$ cat src/rtl/uart_link_pkg.sv
// ---------------------------------------------------------------------------
// uart_link_pkg
// Shared definitions for the UART command-line path: control character
// codes, the printable ASCII window and the line assembler state type.
// ---------------------------------------------------------------------------
package uart_link_pkg;

   localparam logic [7:0] CHAR_CR       = 8'h0D;
   localparam logic [7:0] CHAR_LF       = 8'h0A;
   localparam logic [7:0] CHAR_PRINT_LO = 8'h20;
   localparam logic [7:0] CHAR_PRINT_HI = 8'h7E;

   typedef enum logic [1:0] {
      ST_IDLE    = 2'd0,
      ST_COLLECT = 2'd1,
      ST_DISCARD = 2'd2
   } line_state_e;

endpackage

$ cat src/rtl/line_idle_timer.sv
// ---------------------------------------------------------------------------
// line_idle_timer
// Counts clocks since the last receiver strobe. 'expired' pulses for one
// cycle on the clock that completes TIMEOUT_CYCLES idle clocks; a kick in
// that same cycle wins and reloads the timer instead.
//
// Ports
//   clk      sole clock, rising edge
//   reset_n  asynchronous active-low reset (timer reloaded)
//   kick     reload request (any rx_valid / rx_error)
//   expired  one-cycle combinational timeout indication
// ---------------------------------------------------------------------------
module line_idle_timer #(
   parameter int unsigned TIMEOUT_CYCLES = 1_000_000
) (
   input  logic clk,
   input  logic reset_n,
   input  logic kick,
   output logic expired
);

   localparam int unsigned   CW       = $clog2(TIMEOUT_CYCLES + 1);
   localparam logic [CW-1:0] IDLE_END = CW'(TIMEOUT_CYCLES - 1);
   localparam logic [CW-1:0] IDLE_SAT = CW'(TIMEOUT_CYCLES);

   logic [CW-1:0] idle_reg;

   // Saturating at TIMEOUT_CYCLES keeps 'expired' a single pulse per idle
   // stretch, no matter how long the line stays quiet afterwards.
   always_ff @(posedge clk or negedge reset_n) begin
      if (!reset_n) begin
         idle_reg <= '0;
      end else if (kick) begin
         idle_reg <= '0;
      end else if (idle_reg != IDLE_SAT) begin
         idle_reg <= idle_reg + CW'(1);
      end
   end

   assign expired = !kick && (idle_reg == IDLE_END);

endmodule

$ cat src/rtl/uart_line_assembler.sv
// ---------------------------------------------------------------------------
// uart_line_assembler
// Assembles fixed-length command lines from a UART character stream. A line
// of exactly CHARACTER_COUNT printable characters closed by CR or LF is
// published on sr_data with a one-cycle line_valid pulse; malformed, too
// short, too long, errored or timed-out lines produce a frame_drop pulse.
//
// Ports
//   clk         sole clock, rising edge
//   reset_n     asynchronous active-low reset
//   rx_data     received character
//   rx_valid    one-cycle strobe qualifying rx_data
//   rx_error    one-cycle framing/parity error strobe
//   sr_data     last published line, first character in the MSB slot
//   line_valid  one-cycle pulse: new sr_data
//   frame_drop  one-cycle pulse: line discarded
//   busy        high while a line is being collected or discarded
// ---------------------------------------------------------------------------
module uart_line_assembler
   import uart_link_pkg::*;
#(
   parameter int unsigned DATA_WIDTH      = 8,
   parameter int unsigned CHARACTER_COUNT = 10,
   parameter int unsigned TIMEOUT_CYCLES  = 1_000_000
) (
   input  logic                                  clk,
   input  logic                                  reset_n,
   input  logic [DATA_WIDTH-1:0]                 rx_data,
   input  logic                                  rx_valid,
   input  logic                                  rx_error,
   output logic [DATA_WIDTH*CHARACTER_COUNT-1:0] sr_data,
   output logic                                  line_valid,
   output logic                                  frame_drop,
   output logic                                  busy
);

   localparam int unsigned LINE_W = DATA_WIDTH * CHARACTER_COUNT;
   localparam int unsigned CNT_W  = $clog2(CHARACTER_COUNT + 2);

   localparam logic [CNT_W-1:0] CNT_FULL = CNT_W'(CHARACTER_COUNT);
   localparam logic [CNT_W-1:0] CNT_OVER = CNT_W'(CHARACTER_COUNT + 1);

   localparam logic [DATA_WIDTH-1:0] CR_W = DATA_WIDTH'(CHAR_CR);
   localparam logic [DATA_WIDTH-1:0] LF_W = DATA_WIDTH'(CHAR_LF);
   localparam logic [DATA_WIDTH-1:0] LO_W = DATA_WIDTH'(CHAR_PRINT_LO);
   localparam logic [DATA_WIDTH-1:0] HI_W = DATA_WIDTH'(CHAR_PRINT_HI);

   line_state_e       state_reg,      state_next;
   logic [CNT_W-1:0]  count_reg,      count_next;
   logic [LINE_W-1:0] work_reg,       work_next;
   logic [LINE_W-1:0] sr_data_reg,    sr_data_next;
   logic              line_valid_reg, line_valid_next;
   logic              frame_drop_reg, frame_drop_next;

   logic              is_term;
   logic              is_print;
   logic              kick;
   logic              timeout;
   logic [LINE_W-1:0] work_shifted;

   assign is_term      = (rx_data == CR_W) || (rx_data == LF_W);
   assign is_print     = (rx_data >= LO_W) && (rx_data <= HI_W);
   assign kick         = rx_valid || rx_error;
   // Newest character enters the LSB slot; the oldest falls off the top.
   assign work_shifted = (work_reg << DATA_WIDTH) | LINE_W'(rx_data);

   line_idle_timer #(
      .TIMEOUT_CYCLES (TIMEOUT_CYCLES)
   ) u_idle_timer (
      .clk     (clk),
      .reset_n (reset_n),
      .kick    (kick),
      .expired (timeout)
   );

   // State and datapath registers
   always_ff @(posedge clk or negedge reset_n) begin
      if (!reset_n) begin
         state_reg      <= ST_IDLE;
         count_reg      <= '0;
         work_reg       <= '0;
         sr_data_reg    <= '0;
         line_valid_reg <= 1'b0;
         frame_drop_reg <= 1'b0;
      end else begin
         state_reg      <= state_next;
         count_reg      <= count_next;
         work_reg       <= work_next;
         sr_data_reg    <= sr_data_next;
         line_valid_reg <= line_valid_next;
         frame_drop_reg <= frame_drop_next;
      end
   end

   // Next-state logic. rx_error always takes priority over rx_valid, and
   // 'timeout' can only be high in a cycle with no strobe at all.
   always_comb begin
      state_next = state_reg;
      case (state_reg)
         ST_IDLE: begin
            if (rx_error) begin
               state_next = ST_DISCARD;
            end else if (rx_valid && is_print) begin
               state_next = ST_COLLECT;
            end
         end
         ST_COLLECT: begin
            if (rx_error) begin
               state_next = ST_DISCARD;
            end else if (rx_valid) begin
               if (is_term) begin
                  state_next = ST_IDLE;
               end else if (!is_print || (count_reg == CNT_FULL)) begin
                  // Control character, or this character overflows the line
                  state_next = ST_DISCARD;
               end
            end else if (timeout) begin
               state_next = ST_IDLE;
            end
         end
         ST_DISCARD: begin
            if (!rx_error && ((rx_valid && is_term) || timeout)) begin
               state_next = ST_IDLE;
            end
         end
         default: state_next = ST_IDLE;
      endcase
   end

   // Datapath and pulse outputs (registered one cycle later)
   always_comb begin
      count_next      = count_reg;
      work_next       = work_reg;
      sr_data_next    = sr_data_reg;
      line_valid_next = 1'b0;
      frame_drop_next = 1'b0;
      case (state_reg)
         ST_IDLE: begin
            // Terminators and stray control characters here are ignored
            if (!rx_error && rx_valid && is_print) begin
               work_next  = work_shifted;
               count_next = CNT_W'(1);
            end
         end
         ST_COLLECT: begin
            if (rx_error) begin
               count_next = count_reg;
            end else if (rx_valid) begin
               if (is_term) begin
                  count_next = '0;
                  if (count_reg == CNT_FULL) begin
                     sr_data_next    = work_reg;
                     line_valid_next = 1'b1;
                  end else begin
                     frame_drop_next = 1'b1;
                  end
               end else if (is_print) begin
                  work_next = work_shifted;
                  if (count_reg != CNT_OVER) begin
                     count_next = count_reg + CNT_W'(1);
                  end
               end
            end else if (timeout) begin
               count_next      = '0;
               frame_drop_next = 1'b1;
            end
         end
         ST_DISCARD: begin
            if (!rx_error && ((rx_valid && is_term) || timeout)) begin
               count_next      = '0;
               frame_drop_next = 1'b1;
            end
         end
         default: begin
            count_next = '0;
         end
      endcase
   end

   assign sr_data    = sr_data_reg;
   assign line_valid = line_valid_reg;
   assign frame_drop = frame_drop_reg;
   assign busy       = (state_reg != ST_IDLE);

endmodule

$ cat config.mk
export PLATFORM = sky130hd
export DESIGN_NAME = uart_line_assembler
export DESIGN_NICKNAME = d
export VERILOG_FILES = /design/src/rtl/uart_link_pkg.sv /design/src/rtl/line_idle_timer.sv /design/src/rtl/uart_line_assembler.sv
export SDC_FILE = /design/constraint.sdc
export NUM_CORES = 1
export LEC_CHECK = 0
export ABC_AREA = 1
export CAP_MARGIN = 30
export CORE_MARGIN = 2
export CORE_UTILIZATION = 55
export CTS_CLUSTER_SIZE = 40
export DETAILED_ROUTE_END_ITERATION = 8
export GPL_TIMING_DRIVEN = 0
export PLACE_DENSITY = 0.81
export REMOVE_ABC_BUFFERS = 1
export SLEW_MARGIN = 20
export SYNTH_ARGS = -nofsm -noshare
export SYNTH_HDL_FRONTEND = slang
export SYNTH_SLANG_ARGS = --single-unit
$ cat constraint.sdc
create_clock -name clk -period 4 [get_ports clk]
set_input_delay 0.4 -clock clk [delete_from_list [all_inputs] [get_ports clk]]
set_output_delay 0.4 -clock clk [all_outputs]
set_load 0.02 [all_outputs]
* After elaboration in Yosys (flattened, before gate mapping) *
Index checks and enable logic that the tools add are counted.

cells by class
  mux-type cells = 38
  equality and inequality tests = 20
  add/sub/neg operators = 2
  bitwise logic cells = 2
  reductions and logical operators = 22
  order comparisons = 2

operator list
  kind                     number
  $mux W80                 5
  $pmux W80 S2             1
  $or A80 B8 Y80           1
  $mux W20                 2
  $mux W4                  8
  $add A20 B1 Y20 const B  1
  $eq A20 B20 Y1 const B   1
  $ne A20 B20 Y1 const B   1
  $eq A8 B4 Y1 const B     2
  $mux W2                  8
  $ne A4 B4 Y1 const B     4
  $ne A2 B2 Y1 const B     6
  $pmux W4 S3              1
  $reduce_and A6 Y1        2
  $mux W1                  11
  $ge A8 B6 Y1 const B     1
  $le A8 B7 Y1 const B     1
  $logic_and A1 B1 Y1      7
  $ne A3 B3 Y1 const B     2
  $pmux W2 S3              1
  $reduce_bool A2 Y1       3
  $ne A5 B5 Y1 const B     1
  $reduce_and A5 Y1        1
  $add A4 B1 Y4 const B    1
  9 further kinds          14

storage, ports and cells
  output and inout bits = 83
  register bits after elaboration = 188

* Logic depth before layout (Yosys ltp) *
Gate-level depths: netlist of run 1.

  depth in word-level cells = 9
  mapped depth = 12

* By module *
From an unflattened synthesis of run 1, not the netlist that was laid out.

second synthesis, totals
  cells, all modules = 865
  area, all modules = 8,220.4 um^2

by module, submodules not included
  module               cells each  seq. area each (um^2)  times used  area each (um^2)
  uart_line_assembler  694         4,204.0                1           6,971.7
  line_idle_timer      171         500.5                  1           1,248.7

* Worst setup path after synthesis of run 1 *
OpenSTA, ideal clock, no wires.

  path kind = register to register
  from = register state_reg[1]
  to = register work_reg[69]
  slack = 2.204 ns
  setup time = 0.117 ns
  data arrival time = 1.679 ns
  clock period less this slack = 1.796 ns
  stages on the path, launching flop included = 13
  cell sequence = dfrtp_1 inv_1 ha_1 buf_2 nand2_1 inv_1 nand2_2 o22ai_2 nand2_2 buf_6 buf_6 nand2_1 nand2_1

on the way
  longest elaborated chain between the ends = 3
  elaborated cells on any way between the ends = 10
  those cells by class = 6 x eq/ne; 1 x mux; 3 x reduce/logical

ends and longest elaborated chain
  what                                                                        RTL line                    text
  from (decl)                                                                 uart_line_assembler.sv:48   line_state_e state_reg, state_next;
  from (signal assigned)                                                      uart_line_assembler.sv:86   state_reg <= state_next;
  $eq A2 B1 Y1 / $logic_not A2 Y1 (equally long branches)                     uart_line_assembler.sv:137  case (state_reg)
  $ne A2 B2 Y1 (no source line) / $reduce_bool A2 Y1 (equally long branches)  --
  $reduce_and A6 Y1 (no source line)                                          --
  to (signal assigned)                                                        uart_line_assembler.sv:88   work_reg <= work_next;
  to (decl)                                                                   uart_line_assembler.sv:50   logic [LINE_W-1:0] work_reg, work_next;

Parallel ways exist; a longest one is shown, timed or not.
A chain may end at the register's enable or synchronous reset.

* Worst setup path after layout of run 1 *
  from = register state_reg[1]
  to = register work_reg[19]

The elaborated chain is that of the path after synthesis.

==> flow_metrics.tcl, run 1 <==
set metrics [dict create \
    crit_type "flop to flop" \
    cts_root_buf "clkbuf_16" \
    num_vias 6327 \
    ir_drop_v 0.000556 \
    drc 0 \
    cts_buffers 17 \
    ant_nets 0 \
    crit_fanout 49 \
    ys_seq_elements 188 \
    die_y_um 124 \
    synth-seq-area-share 0.598 \
    postRouteWirelength_um 16600 \
    cts_tree "yes" \
    async_flop_share 1.00 \
    portBuffers 94 \
    tns_ns 0 \
    first_global_vias 5760 \
    arrival_ns 3.26 \
    rsz0062_at_grt "no" \
    end_kind "flop" \
    fmax_mhz 339 \
    avgSynthCellArea_sq_um 8.45 \
    mostFrequentLayoutCells "nand2_1, dfrtp_1, nand3_1" \
    drive_above_1_share 0.0460 \
    die_w_um 124 \
    hold_class "flop to flop" \
    first_pass_iters 5 \
    ys_types 26 \
    insertion_delay_ns 0.43 \
    drv_cap 0 \
    synth_area_sq_mm 0.00787 \
    syn2layout_area_growth_pct 22.6 \
    final_max_slew_viol_count 0 \
    skew_ns 0.00749 \
    antenna_found_initial 0 \
    grt-ovfl-total 0 \
    htree_levels 4 \
    fin_crit_ns 2.95 \
    hold_ws_ns 0.476 \
    num_io_pins 95 \
    synth_edf_count 0 \
    final_common_cell "nand2_1" \
    fin_crit_sh 0.736 \
    diodes 0 \
    path_clk_slew_ns 0.07 \
    dp.cells 1169 \
    syn_inst 931 \
    drtIter0Drc 672 \
    ys_warn_count 0 \
    rows 43 \
    finalNetCount 1028 \
    routedWlPerCell_um 13.8 \
    totalPowerFinal_mw 5.49 \
    tightest_slew_ns 0.912 \
    clock_path_buffers 2 \
    post_drt_via_cell_ratio 5.26 \
    instances_no_fill 1202 \
    nFillCells 1056 \
    cellPowerDensity_mw_per_mm2 569 \
    slew_headroom 0.392 \
    die_area_sq_mm 0.0153 \
    status "completed" \
    coreArea_sq_mm 0.0139 \
    synthFlopType "dfrtp_1" \
    track_usage 0.231 \
    hold_violations 0 \
    post-route-util 0.692 \
    cp-start-kind "flop" \
    setup_violations 0 \
    gp_congestion 0.847 \
    grt_pass1_wl_um 27300 \
    cts_resized 0 \
    grt_max_degree 101 \
    crit_required_ns 4.32 \
    dpl.hpwl_um 9760 \
    initial_core_util 0.565 \
    cts.sinks 188 \
    leakagePower_nw 5.08 \
]
metal layers:
metal  track usage  share of wire  vias up
met4        0.0724          0.013        0
li1              -              -     3096
met3        0.0549          0.050       23
met1         0.322           0.46     3039
met5             0              0        -
met2         0.362           0.48      169
kinds of logic after synthesis:
group                    after synthesis  share of synthesized area
AO/OA/AOI/OAI                         35                     0.0250
XOR/XNOR                               5                    0.00557
AND/OR/NAND/NOR                      614                      0.317
buffers and inverters                 82                     0.0437
flip-flops                           188                      0.598
adder cells (fa/ha/maj)                7                     0.0111
power breakdown:
group,total (mW),internal (mW),switching [mW],leakage (nW)
Sequential,2.43,2.20,0.223,2.57
Clock,1.74,1.02,0.721,0.296
Combinational,1.33,0.412,0.915,2.21
Total,5.49,3.63,1.86,5.08
per-stage QoR:
step	cell area (sq um)	setup WS, ns
after global routing	9650	0.856
after floorplan	7670	0.00362
after CTS	9640	1.08
after global placement	8840	-5.10
after detailed placement	9010	0.720
final	9650	1.05
what timing repair did:
action	in CTS	in global routing
buffers inserted	0	0
setup endpoints to repair	0	0
hold buffers	1	0
hold endpoints to repair	28	0
critical path: stages, from the launching register on:
cell and delay [ns]:
dfrtp_1 0.40, inv_1 0.09, ha_1 0.38, nand2_1 0.11, inv_1 0.11, nand2_2 0.13, o22ai_4 0.62, buf_8 0.25
nand2_4 0.23, buf_12 0.31, nand2_1 0.11, nand2_1 0.06
area by class of cell:
cell class              instances  area [sq um]  area share
repair buffers                101          1100       0.114
flip-flops and latches        188          4700       0.488
clock buffers                  19           453      0.0470
clock inverters                13           166      0.0173
well taps                     180           225      0.0233
multi-input cells             661          2840       0.295
inverters                      40           155      0.0161
cell usage after synthesis, drive strengths merged, types with 3 or more instances:
library cell / n / area [sq um]
nor2: 42 / 158
nand3: 106 / 536
buf: 23 / 123
dfrtp: 188 / 4700
xor2: 4 / 35.0
o21bai: 4 / 30.0
nor3: 3 / 15.0
clkbuf: 19 / 71.3
a21oi: 14 / 70.1
nand4: 11 / 68.8
inv: 40 / 150
nand2: 448 / 1690
o21ai: 14 / 70.1
ha: 7 / 87.6
worst paths after layout:
check / slack, ns / startpoint / cells after the start / to
max in group asynchronous: 2.52 / reset_n / 3 / work_reg[30]
min in group asynchronous: 0.59 / reset_n / 2 / sr_data[75]
worst min-delay path: 0.48 / sr_data[77] / 2 / sr_data[77]
worst max-delay path: 1.05 / state_reg[1] / 11 / work_reg[19]
worst min register to register: 0.48 / sr_data[77] / 2 / sr_data[77]
worst max register to register: 1.05 / state_reg[1] / 11 / work_reg[19]
Note: power is estimated with default switching activity, not from simulation.
==> run 2, diff against run 1 <==
- CORE_UTILIZATION: 55 -> 50
- PLACE_DENSITY: 0.81 -> 0.78
- clock period: 4 -> 2.69 ns (I/O delays scaled with it)
==> flow_metrics.tcl, run 2 (synthesized netlist as in run 1, its figures left out) <==
set metrics [dict create \
    cpPeakStageDelay_ns 0.78 \
    fmax_mhz 410 \
    num_io_pins 95 \
    ant_nets 0 \
    critPathLaunch "rx_error" \
    cts_resized 0 \
    clock_path_buffers 2 \
    status "completed" \
    track_usage 0.213 \
    grt_pass1_wl_um 28400 \
    portBuffers 94 \
    drv_cap 0 \
    end_kind "flop" \
    hold_violations 0 \
    grt_max_degree 76 \
    insertion_delay_ns 0.43 \
    leakagePower_nw 5.12 \
    drc 0 \
    skew_ns 0.0109 \
    slew_headroom 0.358 \
    arrival_ns 2.76 \
    cp_cell_sequence "clkdlybuf4s50_1 > nor2_1 > nand2_1 > nor2_1 > nand3_1 > nand3_1 > nand2_1 > o21bai_1 > nand2_1" \
    crit_path_frequent_cell "nand2_1" \
    rows 45 \
    postRouteWirelength_um 16800 \
    cp-start-kind "input pin" \
    die_w_um 129 \
    crit_required_ns 3.01 \
    dpl.hpwl_um 10500 \
    placed_cell_area_sq_mm 0.00915 \
    tightest_slew_ns 0.959 \
    cp_top_family "simple AND/OR/NAND/NOR gates" \
    cp_slowest_cell "nor2_1" \
    crit_type "input pin to flop" \
    mostFrequentLayoutCells "nand2_1, dfrtp_1, nand3_1" \
    gp_congestion 0.835 \
    first_pass_iters 5 \
    critPathBufInv 1 \
    path_clk_slew_ns 0.07 \
    cts_buffers 17 \
    drive_above_1_share 0.0458 \
    design_area_sq_mm 0.00977 \
    diodes 0 \
    finalNetCount 1032 \
    fin_crit_sh 0.908 \
    htree_levels 4 \
    reg2reg_from "state_reg[1]" \
    grt-ovfl-total 0 \
    ir_drop_v 0.000677 \
    first_global_vias 5957 \
    cts_tree "yes" \
    final_common_cell "nand2_1" \
    syn2layout_area_growth_pct 24.2 \
    cts.sinks 188 \
    cts_root_buf "clkbuf_16" \
    final_max_slew_viol_count 0 \
    routedWlPerCell_um 13.6 \
    rsz0062_at_grt "no" \
    hold_ws_ns 0.344 \
    num_vias 6341 \
    initial_core_util 0.514 \
    cellPowerDensity_mw_per_mm2 847 \
    hold_class "input pin to asynchronous set/reset pin" \
    antenna_found_initial 0 \
    drtIter0Drc 518 \
    fin_crit_ns 2.44 \
    coreArea_sq_mm 0.0153 \
    die_y_um 129 \
    setup_violations 0 \
    die_area_sq_mm 0.0168 \
    crit_fanout 17 \
    post_drt_via_cell_ratio 5.13 \
]
==> run 2: metal layers <==
metal,routed length (um),share of wire,track usage,vias to the layer above
li1,-,-,-,3101
met5,0,0,0,-
met3,784,0.047,0.0446,30
met4,369,0.022,0.0765,0
met2,7670,0.46,0.329,180
met1,8000,0.48,0.302,3030
==> run 2: per-stage QoR <==
step	setup WS, ns	util	power [mW]	std cells	setup TNS, ns
floorplan	-1.31	-	4.77	889	-117.75
global route	0.0163	0.638	8.74	1237	0
global placement	-6.45	0.580	5.37	1194	-1683.40
finish	0.249	0.638	8.28	1237	0
CTS	0.280	0.638	8.33	1237	0
detailed placement	-0.194	0.597	5.73	1203	-10.37
==> run 2: report_power, final <==
| group | internal, mW | total, mW | switching (mW) |
|---|---|---|---|
| logic | 0.707 | 2.11 | 1.40 |
| clock network | 1.51 | 2.56 | 1.05 |
| registers | 3.28 | 3.61 | 0.333 |
| total | 5.50 | 8.28 | 2.78 |
==> run 2: path summary, 6_finish.rpt <==
path                                 to  slack, ns  cells past startpoint
max in group asynchronous   sr_data[46]       1.31                      4
min in group clk            work_reg[2]       0.46                      3
max                        count_reg[3]       0.25                      9
min reg2reg                work_reg[79]       0.47                      2
max reg2reg                work_reg[53]       0.28                     10
min                         sr_data[79]       0.34                      2
==> run 2: final cells by class <==
class / count / area [sq um]
Clock buffer: 22 / 464
Clock inverter: 10 / 138
Fill cell: 1302 / 5550
Inverter: 40 / 155
Multi-Input combinational cell: 661 / 2840
Sequential cell: 188 / 4700
Tap cell: 211 / 264
Timing Repair Buffer: 105 / 1200
==> run 2: worst reg2reg max path: cells and delay by family (launching register included) <==
| family | cells | cell delay, ns |
|---|---|---|
| adder cells (fa/ha/maj) | 1 | 0.39 |
| AND/OR/NAND/NOR | 5 | 0.81 |
| buffers and inverters | 4 | 0.74 |
| flip-flops | 1 | 0.40 |
==> run 2: repair_timing <==
item                                    CTS  global route
hold buffers                              1             0
endpoints found under the setup margin   54             0
setup buffers                             1             0
hold endpoints to repair                 48             0
==> run 3, diff against run 2 <==
- CAP_MARGIN: 30 -> 20
- CELL_PAD_IN_SITES_DETAIL_PLACEMENT: default -> 1
- CELL_PAD_IN_SITES_GLOBAL_PLACEMENT: default -> 1
- CORE_UTILIZATION: 50 -> 38
==> flow_metrics.tcl, run 3 (synthesized netlist as in run 1, its figures left out) <==
set metrics [dict create \
    p_clk_frac 0.305 \
    slew_headroom 0.558 \
    cp_slowest_cell "clkdlybuf4s50_1" \
    combPwrFrac 0.261 \
    routedWlPerCell_um 14.9 \
    drtIter0Drc 406 \
    status "completed" \
    first_pass_iters 4 \
    die_w_um 148 \
    htree_levels 4 \
    postRouteWirelength_um 19300 \
    m1WireLength_um 9190 \
    final_max_slew_viol_count 0 \
    drive_above_1_share 0.0497 \
    topRoutingLayerUsed "met4" \
    first_global_vias 6629 \
    regArea_sq_mm 0.00470 \
    crit_type "input pin to flop" \
    clock_path_buffers 2 \
    cts_tree "yes" \
    syn2layout_area_growth_pct 25.1 \
    grt_max_degree 96 \
    crit_path_frequent_cell "nand2_1" \
    totalPowerFinal_mw 8.30 \
    skew_ns 0.0103 \
    diodes 0 \
    nFillCells 2370 \
    cp_cell_sequence "clkdlybuf4s50_1 > nor2_1 > nor2_1 > nand3_1 > nand2_1 > nand2_1 > inv_4 > buf_16 > nand2_4 > buf_16 > nand2_1 > nand2_1" \
    die_y_um 148 \
    grt_pass1_wl_um 32900 \
    rsz0062_at_grt "no" \
    die_area_sq_mm 0.0219 \
    drc 0 \
    hold_class "input pin to asynchronous set/reset pin" \
    path_clk_slew_ns 0.07 \
    setup_violations 0 \
    cts_buffers 17 \
    dpl.hpwl_um 12100 \
    multi_input_comb_area_sq_mm 0.00284 \
    dp.cells 1262 \
    mostFrequentLayoutCells "nand2_1, dfrtp_1, nand3_1" \
    num_io_pins 95 \
    crit_fanout 55 \
    hold_violations 0 \
    antenna_found_initial 0 \
    reg2reg_from "state_reg[0]" \
    ir_drop_v 0.000512 \
    instances_no_fill 1296 \
    final_common_cell "nand2_1" \
    finalNetCount 1032 \
    power.net_switching_mw 2.96 \
    internal-power_mw 5.34 \
    cpPeakStageDelay_ns 0.52 \
    fin_crit_sh 0.923 \
    tightest_slew_ns 0.662 \
    fin_crit_ns 2.48 \
    gp_congestion 0.812 \
    met3_length_um 528 \
    cts.sinks 188 \
    coreArea_sq_mm 0.0203 \
    cellPowerDensity_mw_per_mm2 843 \
    pwr-share-seq 0.435 \
    ant_nets 0 \
    leakagePower_nw 5.12 \
    rows 52 \
    insertion_delay_ns 0.43 \
    cp-start-kind "input pin" \
    crit_required_ns 3.01 \
    fmax_mhz 403 \
    drv_cap 0 \
    p_sw_frac 0.356 \
    initial_core_util 0.388 \
    post-route-util 0.485 \
    cts_root_buf "clkbuf_16" \
    grt-ovfl-total 0 \
    post_drt_via_cell_ratio 4.93 \
    critPathLaunch "rx_data[5]" \
    portBuffers 94 \
    end_kind "flop" \
    arrival_ns 2.80 \
    num_vias 6384 \
    wl_met2_um 9340 \
    track_usage 0.185 \
]
run 3: cell count changes in the layout (fill, tap and decap cells not counted), sizes merged:
cell and delta:
clkinvlp -1, clkinv +2, bufinv -2, clkbuf -4
inv +5
run 3: cell type report:
class | count | area share
inverter | 40 | 0.0160
sequential | 188 | 0.478
clock inverter | 14 | 0.0156
tap | 270 | 0.0343
multi-input combinational | 661 | 0.289
timing repair buffer | 105 | 0.123
clock buffer | 18 | 0.0446
run 3: worst paths after layout:
| path | cells past startpoint | to | slack [ns] |
|---|---|---|---|
| worst max-delay path | 12 | work_reg[51] | 0.21 |
| worst min-delay path | 2 | work_reg[75] | 0.26 |
| worst max register to register | 9 | work_reg[51] | 0.24 |
| worst min register to register | 2 | sr_data[73] | 0.47 |
| max in group asynchronous | 3 | work_reg[6] | 1.73 |
| min in group clk | 2 | sr_data[73] | 0.47 |
run 3: metrics by stage:
| stage | setup WS [ns] | TNS, ns | hold slack (ns) | area [sq um] |
|---|---|---|---|---|
| finish | 0.207 | 0 | 0.255 | 9850 |
| global route | 0.0228 | 0 | 0.250 | 9850 |
| CTS | 0.155 | 0 | 0.234 | 9840 |
| detailed placement | -0.341 | -35.18 | 0.105 | 9230 |
| global placement | -6.74 | -1778.69 | 0.452 | 8950 |
| floorplan | -1.31 | -117.75 | -0.0266 | 7670 |
run 3: critical path: cells and delay by family:
family                 cells  cell delay (ns)
buffers and inverters      4             1.40
AND/OR/NAND/NOR            8             1.09
run 3: power groups by stage:
stage	clock network [mW]	logic, mW	registers [mW]
2_1_floorplan	0	1.20	3.57
5_1_grt	2.69	2.43	3.67
6_report	2.53	2.16	3.61
4_1_cts	2.59	2.20	3.61
3_3_place_gp	0	1.64	3.59
3_5_place_dp	0	2.16	3.66
run 3: metal layers:
layer / global-route usage / vias to the layer above
met5: 0 / -
met4: 0.0476 / 0
met3: 0.0330 / 15
met2: 0.306 / 91
met1: 0.254 / 3180
li1: - / 3098
run 3: repair_timing:
item / CTS / global route
endpoints found under the hold margin: 101 / 0
setup buffers: 1 / 0
resized for setup: 0 / 1
setup endpoints to repair: 53 / 6
hold buffers: 1 / 0
pin swaps: 1 / 0
